## config.mk

```make
export PLATFORM = sky130hd
export DESIGN_NAME = sat_cnt
export DESIGN_NICKNAME = d
export VERILOG_FILES = /design/src/rtl/crc32_chk_sat_cnt.sv
export SDC_FILE = /design/constraint.sdc
export NUM_CORES = 1
export LEC_CHECK = 0
export CAP_MARGIN = 20
export CORE_AREA = 3 3 42 51
export DETAILED_ROUTE_END_ITERATION = 10
export DIE_AREA = 0 0 45 54
export PLACE_DENSITY = 0.89
export SYNTH_ARGS = -nofsm -noshare
export SYNTH_HDL_FRONTEND = slang
export SYNTH_SLANG_ARGS = --single-unit
```

## constraint.sdc

```tcl
create_clock -name clk -period 3.9 [get_ports clk]
set_input_delay 0.78 -clock clk [delete_from_list [all_inputs] [get_ports clk]]
set_output_delay 0.78 -clock clk [all_outputs]
set_load 0.01 [all_outputs]
```

## src/rtl/crc32_chk_sat_cnt.sv

```systemverilog
// Saturating up-counter with a synchronous clear that takes priority over increment.
module sat_cnt #(
  parameter int CW = 16
) (
  input  logic          clk,
  input  logic          rst,
  input  logic          clr,
  input  logic          inc,
  output logic [CW-1:0] q
);

  localparam logic [CW-1:0] Q_MAX = {CW{1'b1}};

  logic [CW-1:0] q_r;

  // Count up on inc, hold at all-ones, clear on rst or clr.
  always_ff @(posedge clk) begin
    if (rst || clr) begin
      q_r <= {CW{1'b0}};
    end else if (inc && (q_r != Q_MAX)) begin
      q_r <= q_r + CW'(1);
    end else begin
      q_r <= q_r;
    end
  end

  assign q = q_r;

endmodule

```

==> flow_metrics.env, run 1 <==
export IMPL_hold_violations=0
export IMPL_clk_latency_ns=0.29
export IMPL_p_int_mw=0.227
export IMPL_largest_register_ffs=16
export IMPL_outcome="completed"
export IMPL_synth_edf_count=0
export IMPL_period_share=0.580
export IMPL_whs_path_depth=2
export IMPL_drive_above_1_share=0.0957
export IMPL_fin_util=0.644
export IMPL_hp_class="flop to flop"
export IMPL_htree_levels=1
export IMPL_multi_input_area_um2=510
export IMPL_cts_tree="yes"
export IMPL_synthMostInstantiatedCell="dfxtp_1"
export IMPL_swShare=0.216
export IMPL_worst_pin_slew_ns=0.647
export IMPL_worstSetupStartpointType="input port"
export IMPL_antenna_found_initial=0
export IMPL_syn_inst=95
export IMPL_p_sw_mw=0.0625
export IMPL_area_growth_synth_to_final_pct=27.9
export IMPL_arrival_ns=2.46
export IMPL_seqCellArea_um2=320
export IMPL_critPathRequiredTime_ns=4.09
export IMPL_globalRoute_totalOverflow=0
export IMPL_first_global_vias=790
export IMPL_port_buffer_count=19
export IMPL_reg2reg_depth=5
export IMPL_n_fill_cell=148
export IMPL_ys_flop_type="dfxtp_1"
export IMPL_synthAdderAreaFrac=0.0148
export IMPL_core_um2=1680
export IMPL_cp_max_fo=5
export IMPL_synth_top_family_by_area="simple AND/OR/NAND/NOR gates"
export IMPL_cap_viol_max_count=0
export IMPL_post_cts_setup_buffers=0
export IMPL_rsz0062_at_grt="no"
export IMPL_yosysTopAreaCell="dfxtp_1"
export IMPL_wl_per_cell_um=15.3
export IMPL_gp_congestion=0.859
export IMPL_crit_slowest_cell="clkdlybuf4s50_1"
export IMPL_remaining_drc_errors=0
export IMPL_cp_top_family="compound AO/OA/AOI/OAI gates"
export IMPL_cellLeakagePower_nw=0.381
export IMPL_layout_cells_non_filler=133
export IMPL_die_y_um=54
export IMPL_holdBufCountCts=0
export IMPL_synth_nets=100
export IMPL_worst_setup_path_type="input port to flop"
export IMPL_nets=121
export IMPL_post_dp_hpwl_um=1480
export IMPL_post_place_cells=129
export IMPL_synthXorXnorAreaFrac=0.0310
export IMPL_synth_area_leaders="dfxtp_1 38%, a21oi_1 5.3%, a41o_1 4.7%"
export IMPL_yosysSeqAreaShare=0.378
export IMPL_max_freq_mhz=442
export IMPL_muxShareOfSynthArea=0
export IMPL_power_density_nw_per_um2=267
export IMPL_chipWidth_um=45
export IMPL_ys_types=30
export IMPL_grtUsageTotal=0.192
export IMPL_synthSimpleGateAreaFrac=0.338
export IMPL_finalSetupViolCount=0
export IMPL_ir_drop_mv=0.226
export IMPL_synth_compound_gate_area_share=0.219
export IMPL_synth_avg_cell_area_um2=8.92
export IMPL_clk_pin_slew_ns=0.09
export IMPL_tns_ns=0
export IMPL_slew_limit_headroom=0.565
export IMPL_clockRootBuffer="clkbuf_4"
export IMPL_dr_total_vias=852
export IMPL_netlist_area_um2=847
export IMPL_power_mw=0.290
export IMPL_cp_num_buf_inv=1
export IMPL_cpPeakStageDelay_ns=0.60
export IMPL_dieArea_um2=2430
export IMPL_viasPerCell=6.41
export IMPL_synth_top_cells_by_count="16 x dfxtp_1, 9 x a21oi_1, 7 x nor2_1"
export IMPL_rows=16
export IMPL_ys_warn_count=0
export IMPL_skew_ns=0.00212
export IMPL_cts_sinks=16
export IMPL_cts_made_buffers=3
export IMPL_period_minus_slack_ns=2.26
export IMPL_cp_cell_sequence="clkdlybuf4s50_1, nand4_1, a211oi_1, a31oi_1, a41o_1"
export IMPL_start_util=0.504
export IMPL_drt_pass1_iterations=4
export IMPL_synth_seq_cells=16
export IMPL_grt_max_degree=16
export IMPL_drtIter0Drc=21
export IMPL_wirelength_um=2040
export IMPL_drv_slew=0
export IMPL_clkPwrFrac=0.384
export IMPL_end_kind="flop"
export IMPL_ant_nets=0
export IMPL_ios=20
export IMPL_clockBufferDepth=2
export IMPL_diodes=0
export IMPL_cts_resized=0
export IMPL_seqPwrFrac=0.570
export IMPL_path_depth=5
export IMPL_synthArstFlopShare=0
export IMPL_pwr_share_comb=0.047
export IMPL_synth_top_area_frac=0.378
export IMPL_grt_pass1_wl_um=3460
placed cells by master (no fill, tap or decap), drive strengths merged, types with 2 or more instances in the layout:
cell / synthesis / routed
nand2: 6 / 6
a41o: 4 / 4
and4: 4 / 4
dfxtp: 16 / 16
xor2: 2 / 2
clkdlybuf4s50: 0 / 19
nor2: 7 / 7
a31oi: 3 / 3
or4: 4 / 4
and2: 2 / 2
nand3: 5 / 5
or3: 5 / 5
o31ai: 3 / 3
a21oi: 9 / 9
nand4: 7 / 7
clkbuf: 3 / 4
o21ai: 5 / 5
worst register-to-register path, stage by stage, from the launching register on:
cell,delay [ns]
dfxtp_1,0.42
ha_1,0.22
nand3_1,0.16
nor4_2,0.65
o21ai_0,0.20
a21oi_1,0.16
area by class of cell:
type	count	share of cell area
clock buffer	4	0.0335
inverter	1	0.00346
multi-input combinational	75	0.471
sequential	16	0.296
tap	18	0.0208
timing repair buffer	19	0.176
logic make-up after synthesis:
family                     after synthesis
xor gates and xnor gates                 3
adders and majority gates                1
and+or+nand+nor                         44
AOI/OAI and AO/OA                       27
DFF                                     16
buffers and inverters                    4
per-stage QoR:
step           area, um^2  hold WS, ns  worst slack, ns
3_3_place_gp         1050        0.487             1.54
4_1_cts              1080        0.520             1.68
5_1_grt              1080        0.557             1.65
3_5_place_dp         1050        0.507             1.38
2_1_floorplan         847        0.517             2.20
6_report             1080        0.519             1.64
worst paths after layout:
check	start	to	slack (ns)
worst max register to register	q[0]$_SDFFE_PP0P_	q[9]$_SDFFE_PP0P_	2.02
worst min-delay path	q[15]$_SDFFE_PP0P_	q[15]$_SDFFE_PP0P_	0.52
worst max-delay path	inc	q[10]$_SDFFE_PP0P_	1.64
worst min register to register	q[15]$_SDFFE_PP0P_	q[15]$_SDFFE_PP0P_	0.52
metal layers:
metal  track usage  share of wire
met5             0              0
met2         0.314           0.50
met3        0.0401          0.044
met4        0.0927          0.023
met1         0.235           0.44
power by group through the flow:
stage / Clock (mW) / Combinational [mW] / Sequential, mW
finish: 0.111 / 0.0135 / 0.165
global route: 0.122 / 0.0147 / 0.165
CTS: 0.111 / 0.0134 / 0.165
detailed placement: 0 / 0.0133 / 0.169
global placement: 0 / 0.0129 / 0.169
floorplan: 0 / 0.00619 / 0.169
Power figures use the tool's default switching activity.
==> run 2: changes to the inputs <==
--- a/config.mk
+++ b/config.mk
@@ -6,10 +6,10 @@
 export NUM_CORES = 1
 export LEC_CHECK = 0
 export CAP_MARGIN = 20
-export CORE_AREA = 3 3 42 51
+export CORE_AREA = 3 3 43 53
 export DETAILED_ROUTE_END_ITERATION = 10
-export DIE_AREA = 0 0 45 54
-export PLACE_DENSITY = 0.89
+export DIE_AREA = 0 0 46 56
+export PLACE_DENSITY = 0.84
 export SYNTH_ARGS = -nofsm -noshare
 export SYNTH_HDL_FRONTEND = slang
 export SYNTH_SLANG_ARGS = --single-unit
==> constraint.sdc (replaced) <==
create_clock -name clk -period 2.2 [get_ports clk]
set_input_delay 0.44 -clock clk [delete_from_list [all_inputs] [get_ports clk]]
set_output_delay 0.44 -clock clk [all_outputs]
set_load 0.01 [all_outputs]
==> run 2 against run 1 <==
  * Total power rose by 64%
  * First-iteration DRC count fell by 43%
  * Hold slack barely moved
  * Critical path type is now flop to output pin
==> flow_metrics.env, run 2 (same netlist as run 1, synthesis figures left out) <==
export IMPL_outcome="completed"
export IMPL_arrival_ns=1.38
export IMPL_crit_end="q[9]"
export IMPL_area_growth_synth_to_final_pct=27.3
export IMPL_post_dp_hpwl_um=1390
export IMPL_slew_limit_headroom=0.578
export IMPL_first_global_vias=763
export IMPL_crit_slowest_cell="clkdlybuf4s50_1"
export IMPL_post_place_cells=131
export IMPL_ios=20
export IMPL_drive_above_1_share=0.0957
export IMPL_ant_nets=0
export IMPL_worst_setup_path_type="flop to output pin"
export IMPL_layout_cells_non_filler=134
export IMPL_power_density_nw_per_um2=441
export IMPL_path_depth=1
export IMPL_drt_pass1_iterations=4
export IMPL_cpPeakStageDelay_ns=0.59
export IMPL_htree_levels=1
export IMPL_cp_num_buf_inv=1
export IMPL_layout_commonest_cell="clkdlybuf4s50_1"
export IMPL_clk_latency_ns=0.29
export IMPL_layout_common_cells="19 x clkdlybuf4s50_1, 16 x dfxtp_1, 9 x a21oi_1"
export IMPL_clockBufferDepth=2
export IMPL_cp_top_family="buffers and inverters"
export IMPL_ir_drop_mv=0.271
export IMPL_port_buffer_count=19
export IMPL_finalSetupViolCount=0
export IMPL_tns_ns=0
export IMPL_clk_pin_slew_ns=0.09
export IMPL_n_fill_cell=168
export IMPL_cts_tree="yes"
export IMPL_core_um2=1830
export IMPL_end_kind="output pin"
export IMPL_timing_rr_end="q[9]$_SDFFE_PP0P_"
export IMPL_power_mw=0.476
export IMPL_gp_congestion=0.743
export IMPL_globalRoute_totalOverflow=0
export IMPL_start_util=0.463
export IMPL_placed_cell_area_um2=1060
export IMPL_reg2reg_depth=5
export IMPL_critPathRequiredTime_ns=1.76
export IMPL_dr_total_vias=843
export IMPL_grtUsageTotal=0.161
export IMPL_rows=17
export IMPL_hp_class="flop to flop"
export IMPL_die_y_um=56
export IMPL_nets=122
export IMPL_clockRootBuffer="clkbuf_4"
export IMPL_cap_viol_max_count=0
export IMPL_viasPerCell=6.29
export IMPL_holdBufCountCts=0
export IMPL_crit_start="q[9]$_SDFFE_PP0P_"
export IMPL_cp_cell_sequence="clkdlybuf4s50_1"
export IMPL_drv_slew=0
export IMPL_wl_per_cell_um=14.4
export IMPL_grt_max_degree=16
export IMPL_rsz0062_at_grt="no"
export IMPL_cp_max_fo=10
export IMPL_period_minus_slack_ns=1.82
export IMPL_period_share=0.825
export IMPL_drtIter0Drc=12
export IMPL_cts_sinks=16
export IMPL_dieArea_um2=2580
export IMPL_wirelength_um=1920
export IMPL_diodes=0
export IMPL_grt_pass1_wl_um=3180
export IMPL_cts_made_buffers=3
export IMPL_largest_register_ffs=16
export IMPL_design_area_um2=1080
export IMPL_worst_pin_slew_ns=0.628
export IMPL_chipWidth_um=46
export IMPL_hold_violations=0
export IMPL_cellLeakagePower_nw=0.379
export IMPL_max_freq_mhz=551
export IMPL_antenna_found_initial=0
export IMPL_post_cts_setup_buffers=0
export IMPL_worstSetupStartpointType="flop"
export IMPL_skew_ns=0.00343
export IMPL_cts_resized=0
export IMPL_worstReg2RegStart="q[0]$_SDFFE_PP0P_"
export IMPL_remaining_drc_errors=0
export IMPL_rrSetupSlack_ns=0.40
## run 2: cell count changes in the layout (fill, tap and decap cells not counted)
cell and delta:
clkbuf_8 -1, buf_4 +1
## run 2: area by class of cell
class,count,area (um^2),area share
Timing Repair Buffer,20,198,0.183
Sequential cell,16,320,0.297
Tap cell,19,23.8,0.0220
Inverter,1,3.75,0.00348
Clock buffer,3,22.5,0.0209
Multi-Input combinational cell,75,510,0.473
## run 2: how the worst min path moves through the flow
stage | cells past startpoint | slack, ns | endpoint | startpoint
3_5_place_dp | 2 | 0.51 | q[1]$_SDFFE_PP0P_ | q[1]$_SDFFE_PP0P_
3_3_place_gp | 2 | 0.49 | q[15]$_SDFFE_PP0P_ | q[15]$_SDFFE_PP0P_
4_1_cts | 2 | 0.52 | q[15]$_SDFFE_PP0P_ | q[15]$_SDFFE_PP0P_
6_report | 2 | 0.52 | q[15]$_SDFFE_PP0P_ | q[15]$_SDFFE_PP0P_
5_1_grt | 2 | 0.56 | q[1]$_SDFFE_PP0P_ | q[1]$_SDFFE_PP0P_
2_1_floorplan | 2 | 0.52 | q[1]$_SDFFE_PP0P_ | q[1]$_SDFFE_PP0P_
## run 2: report_power, final
part           internal (mW)  switching (mW)
Sequential             0.291         0.00175
Combinational         0.0119          0.0132
Clock                 0.0639          0.0945
## run 2: through the flow
stage | worst slack [ns] | hold slack, ns | utilization
2_1_floorplan | 0.528 | 0.517 | -
3_3_place_gp | 0.303 | 0.491 | 0.577
3_5_place_dp | 0.223 | 0.505 | 0.577
4_1_cts | 0.383 | 0.521 | 0.590
5_1_grt | 0.138 | 0.562 | 0.590
6_report | 0.384 | 0.519 | 0.590
## run 2: metal layers
metal  part of all wire  vias up  global-route usage
li1                   -      418                   -
met1               0.46      398               0.197
met2               0.49       25               0.256
met3              0.038        2              0.0291
met4              0.015        0              0.0813
met5                  0        -                   0
==> run 3: changes to the inputs <==
==> constraint.sdc (replaced) <==
create_clock -name clk -period 1.8 [get_ports clk]
set_input_delay 0.36 -clock clk [delete_from_list [all_inputs] [get_ports clk]]
set_output_delay 0.36 -clock clk [all_outputs]
set_load 0.01 [all_outputs]
==> run 3 against run 2 <==
  * Hold slack gained 0.0068 ns
  * Register-to-register slack lost 0.29 ns
  * Clock skew increased by 0.0029 ns
  * Sequential cell count unchanged
  * Non-clock buffer count is 8 higher
  * Via count up 3.4%
  * Count of clock-buffer cells in the layout up 1
  * Highest routed layer unchanged
  * Critical path type unchanged
  * Largest power group unchanged
==> flow_metrics.env, run 3 (same netlist as run 1, synthesis figures left out) <==
export IMPL_design_area_um2=1150
export IMPL_hold_ws_ns=0.526
export IMPL_worst_pin_slew_ns=0.357
export IMPL_drive_above_1_share=0.161
export IMPL_slew_limit_headroom=0.761
export IMPL_layout_common_cells="19 x clkdlybuf4s50_1, 16 x dfxtp_1, 9 x a21oi_1, 9 x buf_4, 7 x nor2_1"
export IMPL_hold_violations=0
export IMPL_arrival_ns=1.38
export IMPL_post_dp_hpwl_um=1560
export IMPL_clockBufferDepth=2
export IMPL_ant_nets=0
export IMPL_start_util=0.463
export IMPL_dieArea_um2=2580
export IMPL_largest_register_ffs=16
export IMPL_cp_max_fo=10
export IMPL_first_global_vias=836
export IMPL_holdBufCountCts=0
export IMPL_viasPerCell=6.10
export IMPL_critPathRequiredTime_ns=1.44
export IMPL_port_buffer_count=19
export IMPL_wl_per_cell_um=14.4
export IMPL_crit_slowest_cell="clkdlybuf4s50_1"
export IMPL_finalSetupViolCount=0
export IMPL_die_y_um=56
export IMPL_cpPeakStageDelay_ns=0.59
export IMPL_nets=130
export IMPL_place_ws_ns=-0.0264
export IMPL_htree_levels=1
export IMPL_clockRootBuffer="clkbuf_4"
export IMPL_wirelength_um=2060
export IMPL_chipWidth_um=46
export IMPL_drt_pass1_iterations=4
export IMPL_worstSetupStartpointType="flop"
export IMPL_diodes=0
export IMPL_worstReg2RegStart="q[0]$_SDFFE_PP0P_"
export IMPL_clk_latency_ns=0.29
export IMPL_cp_num_buf_inv=1
export IMPL_ios=20
export IMPL_period_minus_slack_ns=1.74
export IMPL_reg2reg_depth=6
export IMPL_post_cts_setup_buffers=0
export IMPL_period_share=0.964
export IMPL_ir_drop_mv=0.409
export IMPL_skew_ns=0.00638
export IMPL_area_growth_synth_to_final_pct=36.0
export IMPL_cp_cell_sequence="clkdlybuf4s50_1"
export IMPL_layout_cells_non_filler=143
export IMPL_worst_setup_path_type="flop to output pin"
export IMPL_cts_resized=0
export IMPL_end_kind="output pin"
export IMPL_remaining_drc_errors=0
export IMPL_outcome="completed"
export IMPL_post_place_cells=139
export IMPL_power_density_nw_per_um2=547
export IMPL_cts_tree="yes"
export IMPL_gp_congestion=0.816
export IMPL_drtIter0Drc=19
export IMPL_dr_total_vias=872
export IMPL_cts_sinks=16
export IMPL_hp_class="flop to flop"
export IMPL_fin_util=0.630
export IMPL_rrSetupSlack_ns=0.11
export IMPL_cp_top_family="buffers and inverters"
export IMPL_layout_commonest_cell="clkdlybuf4s50_1"
export IMPL_rows=17
export IMPL_placed_cell_area_um2=1120
export IMPL_min_delay_start="q[15]$_SDFFE_PP0P_"
export IMPL_whs_path_depth=2
export IMPL_grt_max_degree=16
export IMPL_grt_pass1_wl_um=3650
export IMPL_cap_viol_max_count=0
export IMPL_path_depth=1
export IMPL_globalRoute_totalOverflow=0
export IMPL_cts_made_buffers=3
export IMPL_n_fill_cell=151
export IMPL_postLayoutSetupSlackWorst_ns=0.0640
export IMPL_timing_rr_end="q[13]$_SDFFE_PP0P_"
export IMPL_clk_pin_slew_ns=0.10
export IMPL_worstHoldEndpoint="q[15]$_SDFFE_PP0P_"
export IMPL_max_freq_mhz=576
export IMPL_core_um2=1830
export IMPL_antenna_found_initial=0
export IMPL_grtUsageTotal=0.182
export IMPL_drv_slew=0
export IMPL_rsz0062_at_grt="no"
export IMPL_cellLeakagePower_nw=0.426
==> run 3: where the power goes <==
group / switching, mW / total [mW] / internal (mW)
Sequential: 0.000927 / 0.356 / 0.355
Clock: 0.115 / 0.238 / 0.123
Combinational: 0.0181 / 0.0359 / 0.0178
==> run 3: area by class of cell <==
class / count / area [um^2] / area share
clock buffers: 4 / 36.3 / 0.0315
repair buffers: 28 / 258 / 0.224
multi-input cells: 75 / 510 / 0.443
flip-flops and latches: 16 / 320 / 0.278
well taps: 19 / 23.8 / 0.0206
inverters: 1 / 3.75 / 0.00326
==> run 3: worst max-delay path by stage <==
stage | endpoint | start
after floorplan | q[5]$_SDFFE_PP0P_ | q[0]$_SDFFE_PP0P_
after global placement | q[14]$_SDFFE_PP0P_ | inc
after detailed placement | q[8]$_SDFFE_PP0P_ | inc
after CTS | q[9] | q[9]$_SDFFE_PP0P_
after global routing | q[13]$_SDFFE_PP0P_ | q[0]$_SDFFE_PP0P_
final | q[9] | q[9]$_SDFFE_PP0P_
==> run 3: layer usage <==
metal | up-vias | track usage | wire [um]
met4 | 0 | 0.0610 | 5
met2 | 26 | 0.289 | 1020
met3 | 2 | 0.0324 | 121
met5 | - | 0 | 0
met1 | 409 | 0.239 | 913
li1 | 435 | - | -
==> run 3: through the flow <==
stage                     setup TNS (ns)  total power [mW]
after global placement                 0             0.399
after detailed placement         -0.0823             0.400
final                                  0             0.630
after global routing                   0             0.656
after CTS                              0             0.634
after floorplan                        0             0.379
